==> src/rtl/regfile_pkg.sv <==
// Shared types and helpers for the multi-port register file.
package regfile_pkg;

    typedef enum logic {
        CLEAR = 1'b0,
        READY = 1'b1
    } rf_state_t;

    localparam int ZERO_ADDR = 0;

    // Bit offset of port `port` inside a flattened bus of `width`-bit fields.
    function automatic int port_lsb(input int port, input int width);
        return port * width;
    endfunction

endpackage

==> src/rtl/regfile_clear_fsm.sv <==
// Sequential clear engine: walks clr_idx over the array after reset or clr_req
// and raises ready once the last entry has been zeroed.
module regfile_clear_fsm
    import regfile_pkg::*;
#(
    parameter int ADDR_W = 5
) (
    input  logic              clk,
    input  logic              rst,
    input  logic              clr_req,
    output logic              ready,
    output logic              clear_we,
    output logic              wr_allow,
    output logic [ADDR_W-1:0] clr_idx
);

    localparam logic [ADDR_W-1:0] LAST_IDX = {ADDR_W{1'b1}};

    rf_state_t         state_r;
    rf_state_t         state_s;
    logic [ADDR_W-1:0] idx_r;
    logic [ADDR_W-1:0] idx_s;
    logic              ready_r;

    // State, clear index and registered ready flag.
    always_ff @(posedge clk or posedge rst) begin
        if (rst) begin
            state_r <= CLEAR;
            idx_r   <= {ADDR_W{1'b0}};
            ready_r <= 1'b0;
        end else begin
            state_r <= state_s;
            idx_r   <= idx_s;
            ready_r <= (state_s == READY);
        end
    end

    // Next-state logic; a clear request always wins over clear completion.
    always_comb begin
        state_s = state_r;
        idx_s   = idx_r;
        case (state_r)
            CLEAR: begin
                if (clr_req) begin
                    idx_s = {ADDR_W{1'b0}};
                end else begin
                    idx_s = idx_r + ADDR_W'(1);
                    if (idx_r == LAST_IDX) begin
                        state_s = READY;
                    end else begin
                        state_s = CLEAR;
                    end
                end
            end
            READY: begin
                if (clr_req) begin
                    state_s = CLEAR;
                    idx_s   = {ADDR_W{1'b0}};
                end else begin
                    state_s = READY;
                end
            end
            default: begin
                state_s = CLEAR;
                idx_s   = {ADDR_W{1'b0}};
            end
        endcase
    end

    // Strobes for the array: clear writes in CLEAR, user writes only in a quiet READY cycle.
    always_comb begin
        clear_we = 1'b0;
        wr_allow = 1'b0;
        if (state_r == CLEAR) begin
            clear_we = 1'b1;
        end else begin
            wr_allow = ~clr_req;
        end
    end

    assign ready   = ready_r;
    assign clr_idx = idx_r;

endmodule

==> src/rtl/regfile_mp.sv <==
// Multi-port register file: NUM_RD async reads, two sync writes (port 1 wins), entry 0 hardwired to zero.
// Optional same-cycle write-to-read bypass is enabled by defining REGFILE_BYPASS_EN.
module regfile_mp
    import regfile_pkg::*;
#(
    parameter int DATA_W = 32,
    parameter int ADDR_W = 5,
    parameter int NUM_RD = 2
) (
    input  logic                     clk,
    input  logic                     rst,
    input  logic                     clr_req,
    output logic                     ready,
    input  logic                     we0,
    input  logic                     we1,
    input  logic [ADDR_W-1:0]        waddr0,
    input  logic [ADDR_W-1:0]        waddr1,
    input  logic [DATA_W-1:0]        wdata0,
    input  logic [DATA_W-1:0]        wdata1,
    input  logic [NUM_RD*ADDR_W-1:0] raddr,
    output logic [NUM_RD*DATA_W-1:0] rdata
);

    localparam int DEPTH = 2 ** ADDR_W;

    logic [DATA_W-1:0] mem [DEPTH];
    logic              clear_we;
    logic              wr_allow;
    logic [ADDR_W-1:0] clr_idx;
    logic              wr0_s;
    logic              wr1_s;

    regfile_clear_fsm #(
        .ADDR_W (ADDR_W)
    ) u_clear (
        .clk      (clk),
        .rst      (rst),
        .clr_req  (clr_req),
        .ready    (ready),
        .clear_we (clear_we),
        .wr_allow (wr_allow),
        .clr_idx  (clr_idx)
    );

    assign wr0_s = wr_allow & we0 & (waddr0 != ADDR_W'(ZERO_ADDR));
    assign wr1_s = wr_allow & we1 & (waddr1 != ADDR_W'(ZERO_ADDR));

    // Array has no reset so it can map to RAM; port 1 is written last so it wins a collision.
    always_ff @(posedge clk) begin
        if (clear_we) begin
            mem[clr_idx] <= {DATA_W{1'b0}};
        end else begin
            if (wr0_s) mem[waddr0] <= wdata0;
            if (wr1_s) mem[waddr1] <= wdata1;
        end
    end

    for (genvar k = 0; k < NUM_RD; k++) begin : g_rd
        logic [ADDR_W-1:0] ra_s;
        logic [DATA_W-1:0] rd_s;

        assign ra_s = raddr[port_lsb(k, ADDR_W) +: ADDR_W];

        // Read mux: zero while clearing or for entry 0, otherwise array (or bypassed write data).
        always_comb begin
            rd_s = {DATA_W{1'b0}};
            if (!ready || ra_s == ADDR_W'(ZERO_ADDR)) begin
                rd_s = {DATA_W{1'b0}};
`ifdef REGFILE_BYPASS_EN
            end else if (wr1_s && waddr1 == ra_s) begin
                rd_s = wdata1;
            end else if (wr0_s && waddr0 == ra_s) begin
                rd_s = wdata0;
`endif
            end else begin
                rd_s = mem[ra_s];
            end
        end

        assign rdata[port_lsb(k, DATA_W) +: DATA_W] = rd_s;
    end

endmodule

==> config.mk <==
export PLATFORM = sky130hd
export DESIGN_NAME = regfile_mp
export DESIGN_NICKNAME = d
export VERILOG_FILES = /design/src/rtl/regfile_pkg.sv /design/src/rtl/regfile_clear_fsm.sv /design/src/rtl/regfile_mp.sv
export SDC_FILE = /design/constraint.sdc
export NUM_CORES = 2
export LEC_CHECK = 0
export ABC_AREA = 1
export BUFFER_PORTS_ARGS = -buffer_cell sky130_fd_sc_hd__buf_2
export CELL_PAD_IN_SITES_DETAIL_PLACEMENT = 1
export CELL_PAD_IN_SITES_GLOBAL_PLACEMENT = 1
export CORE_MARGIN = 2
export CORE_UTILIZATION = 43
export DETAILED_ROUTE_END_ITERATION = 16
export PLACE_DENSITY = 0.83
export SLEW_MARGIN = 20
export SYNTH_ARGS = -nofsm -noshare
export SYNTH_HDL_FRONTEND = slang
export SYNTH_HIERARCHICAL = 1
export SYNTH_SLANG_ARGS = --single-unit
export TNS_END_PERCENT = 100
==> constraint.sdc <==
create_clock -name clk -period 2.5 [get_ports clk]
set_clock_uncertainty 0.1 [all_clocks]
set_input_delay 0.5 -clock clk [delete_from_list [all_inputs] [get_ports clk]]
set_output_delay 0.5 -clock clk [all_outputs]
set_load 0.05 [all_outputs]
==> results.md, run 1 <==
Status:
- The run stopped with a tool error.
- The failing step is global routing.
- The first error in the log reads "[ERROR GRT-0232] Routing congestion too high. Check the congestion heatmap in the GUI".

Synth:
- Sequential elements use 48.8% of the synthesized area.
- Among all flip-flop cells after synthesis, the most frequent one is sky130_fd_sc_hd__edfxtp_1.
- The instance count of the mapped netlist is 8493.
- The portion of synthesized cell area occupied by the leading cell type is 48.5%.
- The number of distinct library cells after synthesis is 27.
- The count of yosys warnings during synthesis is 6.
- The number of storage elements in the synthesis netlist is 1030.
- The mean cell area of the mapped netlist is 7.46 µm².
- The number of nets handed over by synthesis was 8584.
- The most frequently used cell type in the post-synthesis netlist is sky130_fd_sc_hd__nand2_1.
- In the post-synthesis netlist, the biggest area contributors are sky130_fd_sc_hd__edfxtp_1, sky130_fd_sc_hd__nand2_1, sky130_fd_sc_hd__nand3_1, sky130_fd_sc_hd__o21ai_0, sky130_fd_sc_hd__a21oi_1.
- After synthesis, the most frequently instantiated cells are sky130_fd_sc_hd__nand2_1, sky130_fd_sc_hd__nand3_1, sky130_fd_sc_hd__edfxtp_1.
- Yosys mapped a number of flops with a built-in enable equal to 1024.
- The synthesized cell area is 63400 µm².
- The cell taking the most area after synthesis is sky130_fd_sc_hd__edfxtp_1.
- Counting flops with an async set or reset pin after synthesis yields a share of 0.583%.

STA:
- The end pin of the worst setup path after global-route repair is rdata[45].
- The kind of the worst endpoint is an output port.

Clock tree:
- The maximum level of the CTS H-tree is 3.
- CTS placed an instance of sky130_fd_sc_hd__clkbuf_16 at the clock tree root.
- The maximum buffer depth of the clock tree is 3.
- The total clock buffers created by CTS is 115.
- The number of sinks handled by clock tree synthesis is 1030.

Floorplanning:
- The horizontal extent of the die is 388 µm.
- The total number of placement rows is 140.
- The initial utilization of the core area, before any placement, comes to 43.4%.
- In this run the count of I/O pins placed on the die edge is 154.
- The die outline height is 388 µm.

GRT:
- After global routing the overflow that remains totals 526.
- The initial antenna violation count is 86.
- In the global route stage, overall resource usage came out at 82.7%.
- The pin count of the biggest net entering global routing is 43.

Placed design:
- The placed instances occupy a cell area of 73900 µm².
- In this run the tool buffered the top-level ports with 153 buffer cells.
- The final weighted congestion of routability-driven global placement is 0.965.
- Once detailed placement completed, the half-perimeter wirelength came to 212000 µm.
==> through the flow <==
| step | cells | worst slack, ns | hold WS (ns) |
|---|---|---|---|
| 3_3_place_gp | 10400 | -0.630 | 0.393 |
| 2_1_floorplan | 8493 | -0.261 | 0.191 |
| 4_1_cts | 10800 | -0.344 | 0.0115 |
| 3_5_place_dp | 10400 | -0.542 | 0.394 |
==> repair_timing <==
action,4_1_cts
endpoints found under the setup margin,1440
buffers inserted,67
hold buffers,2
pin swaps,60
resized for setup,340
endpoints found under the hold margin,7
cloned,39
==> per-layer routing <==
metal | GRT usage (%) | overflow
met2 | 91.6 | 218
met5 | 64.7 | 9
met4 | 80.2 | 219
met3 | 78.8 | 39
met1 | 80.3 | 41
==> logic make-up after synthesis <==
logic type | share of synthesized area [%]
and+or+nand+nor | 32.7
adders and majority gates | 0.0395
DFF | 48.8
buffers and inverters | 7.02
AOI/OAI and AO/OA | 11.5
==> run 2: changes to the inputs <==
- CELL_PAD_IN_SITES_DETAIL_PLACEMENT: 1 -> not set
- CELL_PAD_IN_SITES_GLOBAL_PLACEMENT: 1 -> not set
- CORE_UTILIZATION: 43 -> 30
- PLACE_DENSITY: 0.83 -> not set
- PLACE_DENSITY_LB_ADDON: not set -> 0.15
- clock period: 2.5 -> 3.2 ns (I/O delays scaled with it)
==> run 2 against run 1 <==
Against the previous run:
- the run now ends clean
- synthesized cell count unchanged
- area after synthesis unchanged
==> results.md, run 2 <==
Status:
- The run finished with clean final reports.

Job:
- The number of maximum-capacitance violations is 0.

Layout:
- The register with the most flip-flops in the layout has 1024 of them.
- Across the whole layout, storage elements account for 30900 µm².
- Leaving out fill and tap cells, the most frequent cell in the layout is sky130_fd_sc_hd__nand2_1.
- In the layout the commonest cells are sky130_fd_sc_hd__nand2_1, sky130_fd_sc_hd__nand3_1, sky130_fd_sc_hd__edfxtp_1.
- The filler cell count is 21600.
- The proportion of layout cells with a drive suffix above 1 is 12.7%.
- The finished cells cover 76500 µm².
- Counting flops per register, the top entry is mem.
- The net count of the finished layout is 8576.
- The combined area of the multi-input logic cells is 28700 µm².
- The area growth from synthesis to layout is 20.7%.

Critical path:
- The required time of the critical path is 2.46 ns.
- The worst setup path is launched from an input port.
- For flop-to-flop paths, the worst setup slack is 0.39 ns.
- The worst endpoint data arrival time is 2.46 ns.
- The top fanout value on the critical path is 44.
- STA classifies the critical path endpoint as a primary output.
- The critical setup path kind is input port to primary output.

Synth:
- The synthesized cell area is 63400 µm² (unchanged).
- The instance count of the mapped netlist is 8493 (unchanged).
- The async set-or-reset flop fraction in the synthesized netlist was 0.583% (unchanged).
- The post-synth net total is 8584 (unchanged).
- After synthesis, the most frequently instantiated cells are sky130_fd_sc_hd__nand2_1, sky130_fd_sc_hd__nand3_1, sky130_fd_sc_hd__edfxtp_1.
- The mean cell area of the mapped netlist came to 7.46 µm² (unchanged).
- The number of enable flip-flop cells after synthesis is 1024 (unchanged).
- Of all cell types, the one taking the most synthesized area is sky130_fd_sc_hd__edfxtp_1.
- The fraction of the yosys area taken by sequential cells was 48.8% (unchanged).
- Sorting the synthesized cells by area gives the leading types as sky130_fd_sc_hd__edfxtp_1, sky130_fd_sc_hd__nand2_1, sky130_fd_sc_hd__nand3_1, sky130_fd_sc_hd__o21ai_0, sky130_fd_sc_hd__a21oi_1.
- The number of distinct library cells after synthesis came to 27 (unchanged).
- The portion of synthesized cell area occupied by the leading cell type is 48.5% (unchanged).
- The count of yosys warnings during synthesis is 6 (unchanged).
- The number of storage elements in the synthesis netlist is 1030 (unchanged).
- The most frequently used cell type in the post-synthesis netlist is sky130_fd_sc_hd__nand2_1.
- For this run, the leading register cell type out of synthesis is sky130_fd_sc_hd__edfxtp_1.

Clock tree:
- TritonCTS built the clock tree.
- The maximum buffer depth of the clock tree came to 3 (unchanged).
- The total clock buffers created by CTS is 130 (+13%).
- Clock latency on the worst-skew pair, taken at its later pin, is 0.79 ns.
- The maximum level of the CTS H-tree is 4 (+1).
- The number of sinks handled by clock tree synthesis is 1030 (unchanged).
- After clock tree synthesis, the clock-pin slew on the worst setup and hold paths is 0.06 ns.
- The cell at the root of the clock tree is sky130_fd_sc_hd__clkbuf_16.

Floorplanning:
- The I/O pin count is 154 (unchanged).
- The floorplan step defined a core boundary enclosing 210000 µm².
- The floorplan die area is 215000 µm².
- The die outline height is 464 µm (+20%).
- The horizontal extent of the die is 464 µm (+20%).
- The initial cell density of the core was 30.2% (-13 points).
- The total number of placement rows was 168 (+20%).

STA:
- The final max-slew violation count is 0.
- Derived from the worst setup path, the maximum achievable clock frequency is 313 MHz.
- The smallest clock period supported by the final layout is computed as 3.20 ns.
- Dividing the final minimum period by the clock period gives 99.9%.
- The total setup violations reported at the end of the flow is 0.
- The final count of hold timing violations is 0.
- The actual transition at the worst max-transition pin is 1.04 ns.
- Summed over all failing endpoints, the final setup total negative slack is 0 ns.
- Setup repair after global routing could not meet its margin everywhere.
- Measured against its own limit, the worst slew margin works out to 30.9%.

Hold path:
- The classification of the worst-slack hold path is input port to async pin.

Power and ir drop:
- The share of total power dissipated in the clock network is 43.1%.
- The net switching fraction of the power is 27.2%.
- The fraction of power consumed by sequential logic is 45.3%.
- The combinational cell fraction of total power is 11.5%.
- Internal power comes to 23.7 mW.
- For this design the total switching power over the nets is 8.87 mW.
- The power density over the cells is 426 nW/µm².
- The reported leakage power is 30.2 nW.
- The peak supply drop is 0.549 mV.

Route:
- The DRC violation count after routing is 0.
- In the final routed layout, each cell accounts on average for 27.6 µm.
- Once detail routing completed, the nets flagged for antenna violations numbered 0.
- The number of detailed-route iterations in the first pass is 7.
- After detailed routing, the total wire length is 314000 µm.
- The count of vias placed by the detailed router is 62500.
- In the routed layout, each cell is associated on average with a via count of 5.50.
- The iteration-0 DRC count of the detailed router is 9140.

GRT:
- The first global-routing pass estimated 437000 µm of wire.
- The global-route usage over all layers is 28.2%.
- The initial antenna violation count came to 8.
- The via count of the first global-routing pass is 57300.
- Entering global routing, the biggest net connects 69 pins.
- For this run the aggregate overflow at the end of global routing stands at 0.

Placed design:
- The post-placement cell area is 72000 µm² (-2.6%).
- The post-DP HPWL is 190000 µm (-10%).
- The final weighted congestion of routability-driven global placement is 0.880 (-8.8%).
- The number of port buffers came to 153 (unchanged).
run 2: final timing paths:
path                                                start                        endpoint  cells past startpoint
hold / removal                                        rst         u_clear/ready$_DFF_PP0_                      3
setup reg to reg                  u_clear/ready$_DFF_PP0_             mem[9][9]$_DFFE_PP_                     11
min in group clk                               wdata0[30]            mem[0][30]$_DFFE_PP_                      3
max in group asynchronous                             rst  u_clear/clr_idx[2]$_DFFE_PP0N_                      3
setup / recovery                                 raddr[6]                       rdata[61]                     11
hold reg to reg            u_clear/clr_idx[1]$_DFFE_PP0N_  u_clear/clr_idx[1]$_DFFE_PP0N_                      2
run 2: repair_timing:
action / CTS / global route
cloned: 0 / 8
setup buffers: 0 / 12
hold endpoints to repair: 8 / 0
setup endpoints to repair: 14 / 35
pin swaps: 0 / 12
hold buffers: 2 / 0
resized for setup: 14 / 51
run 2: kinds of logic after synthesis:
family	count (synthesis)	synth area share [%]
compound gates	1399	11.5
fa+ha+maj	2	0.0395
buf+inv	971	7.02
flops	1030	48.8
simple gates	5091	32.7
run 2: routing by layer:
layer	share of wire (%)	GRT usage [%]	up-vias	wire, µm
li1	-	-	28300	-
met1	41	39.1	29800	130000
met4	4.4	11.1	2	13700
met5	0.0041	0	-	13
met3	10	4.56	726	31900
met2	44	43.7	3737	139000
run 2: through the flow:
step | hold slack [ns] | total power, mW | util [%] | setup WS (ns) | cells
3_5_place_dp | 0.464 | 18.6 | 34.3 | -0.0723 | 11100
6_report | 0.214 | 32.6 | 36.4 | 0.00233 | 11400
2_1_floorplan | 0.331 | 16.9 | - | 0.102 | 8493
3_3_place_gp | 0.456 | 18.6 | 34.3 | -0.0657 | 11100
4_1_cts | 0.175 | 32.6 | 36.2 | 0.00369 | 11400
5_1_grt | 0.233 | 33.4 | 36.4 | -0.0539 | 11400
run 2: final cells by class:
type,instances,share of cell area (%)
clock buffer,165,4.55
clock inverter,58,0.460
multi-input combinational,6492,37.5
antenna,1,0.00327
inverter,146,0.787
timing repair buffer,685,11.7
sequential,1030,40.4
tap,2805,4.59
run 2: critical path, stage by stage:
cell                       delay, ns
sky130_fd_sc_hd__clkbuf_8       0.16
sky130_fd_sc_hd__nor2_4         0.21
sky130_fd_sc_hd__buf_12         0.36
sky130_fd_sc_hd__nand2_1        0.10
sky130_fd_sc_hd__nand2_1        0.06
sky130_fd_sc_hd__nor2_1         0.05
sky130_fd_sc_hd__nand2_1        0.12
sky130_fd_sc_hd__nand3_1        0.14
sky130_fd_sc_hd__a21oi_2        0.27
sky130_fd_sc_hd__buf_4          0.17
sky130_fd_sc_hd__buf_12         0.13
run 2: power groups by stage:
stage / sequential (mW) / clock, mW / combinational [mW]
CTS: 14.8 / 14.2 / 3.60
finish: 14.8 / 14.1 / 3.76
global placement: 15.1 / 0 / 3.58
floorplan: 15.0 / 0 / 1.87
detailed placement: 15.1 / 0 / 3.58
global route: 14.8 / 14.7 / 3.98
Note: power is estimated with default switching activity, not from simulation.
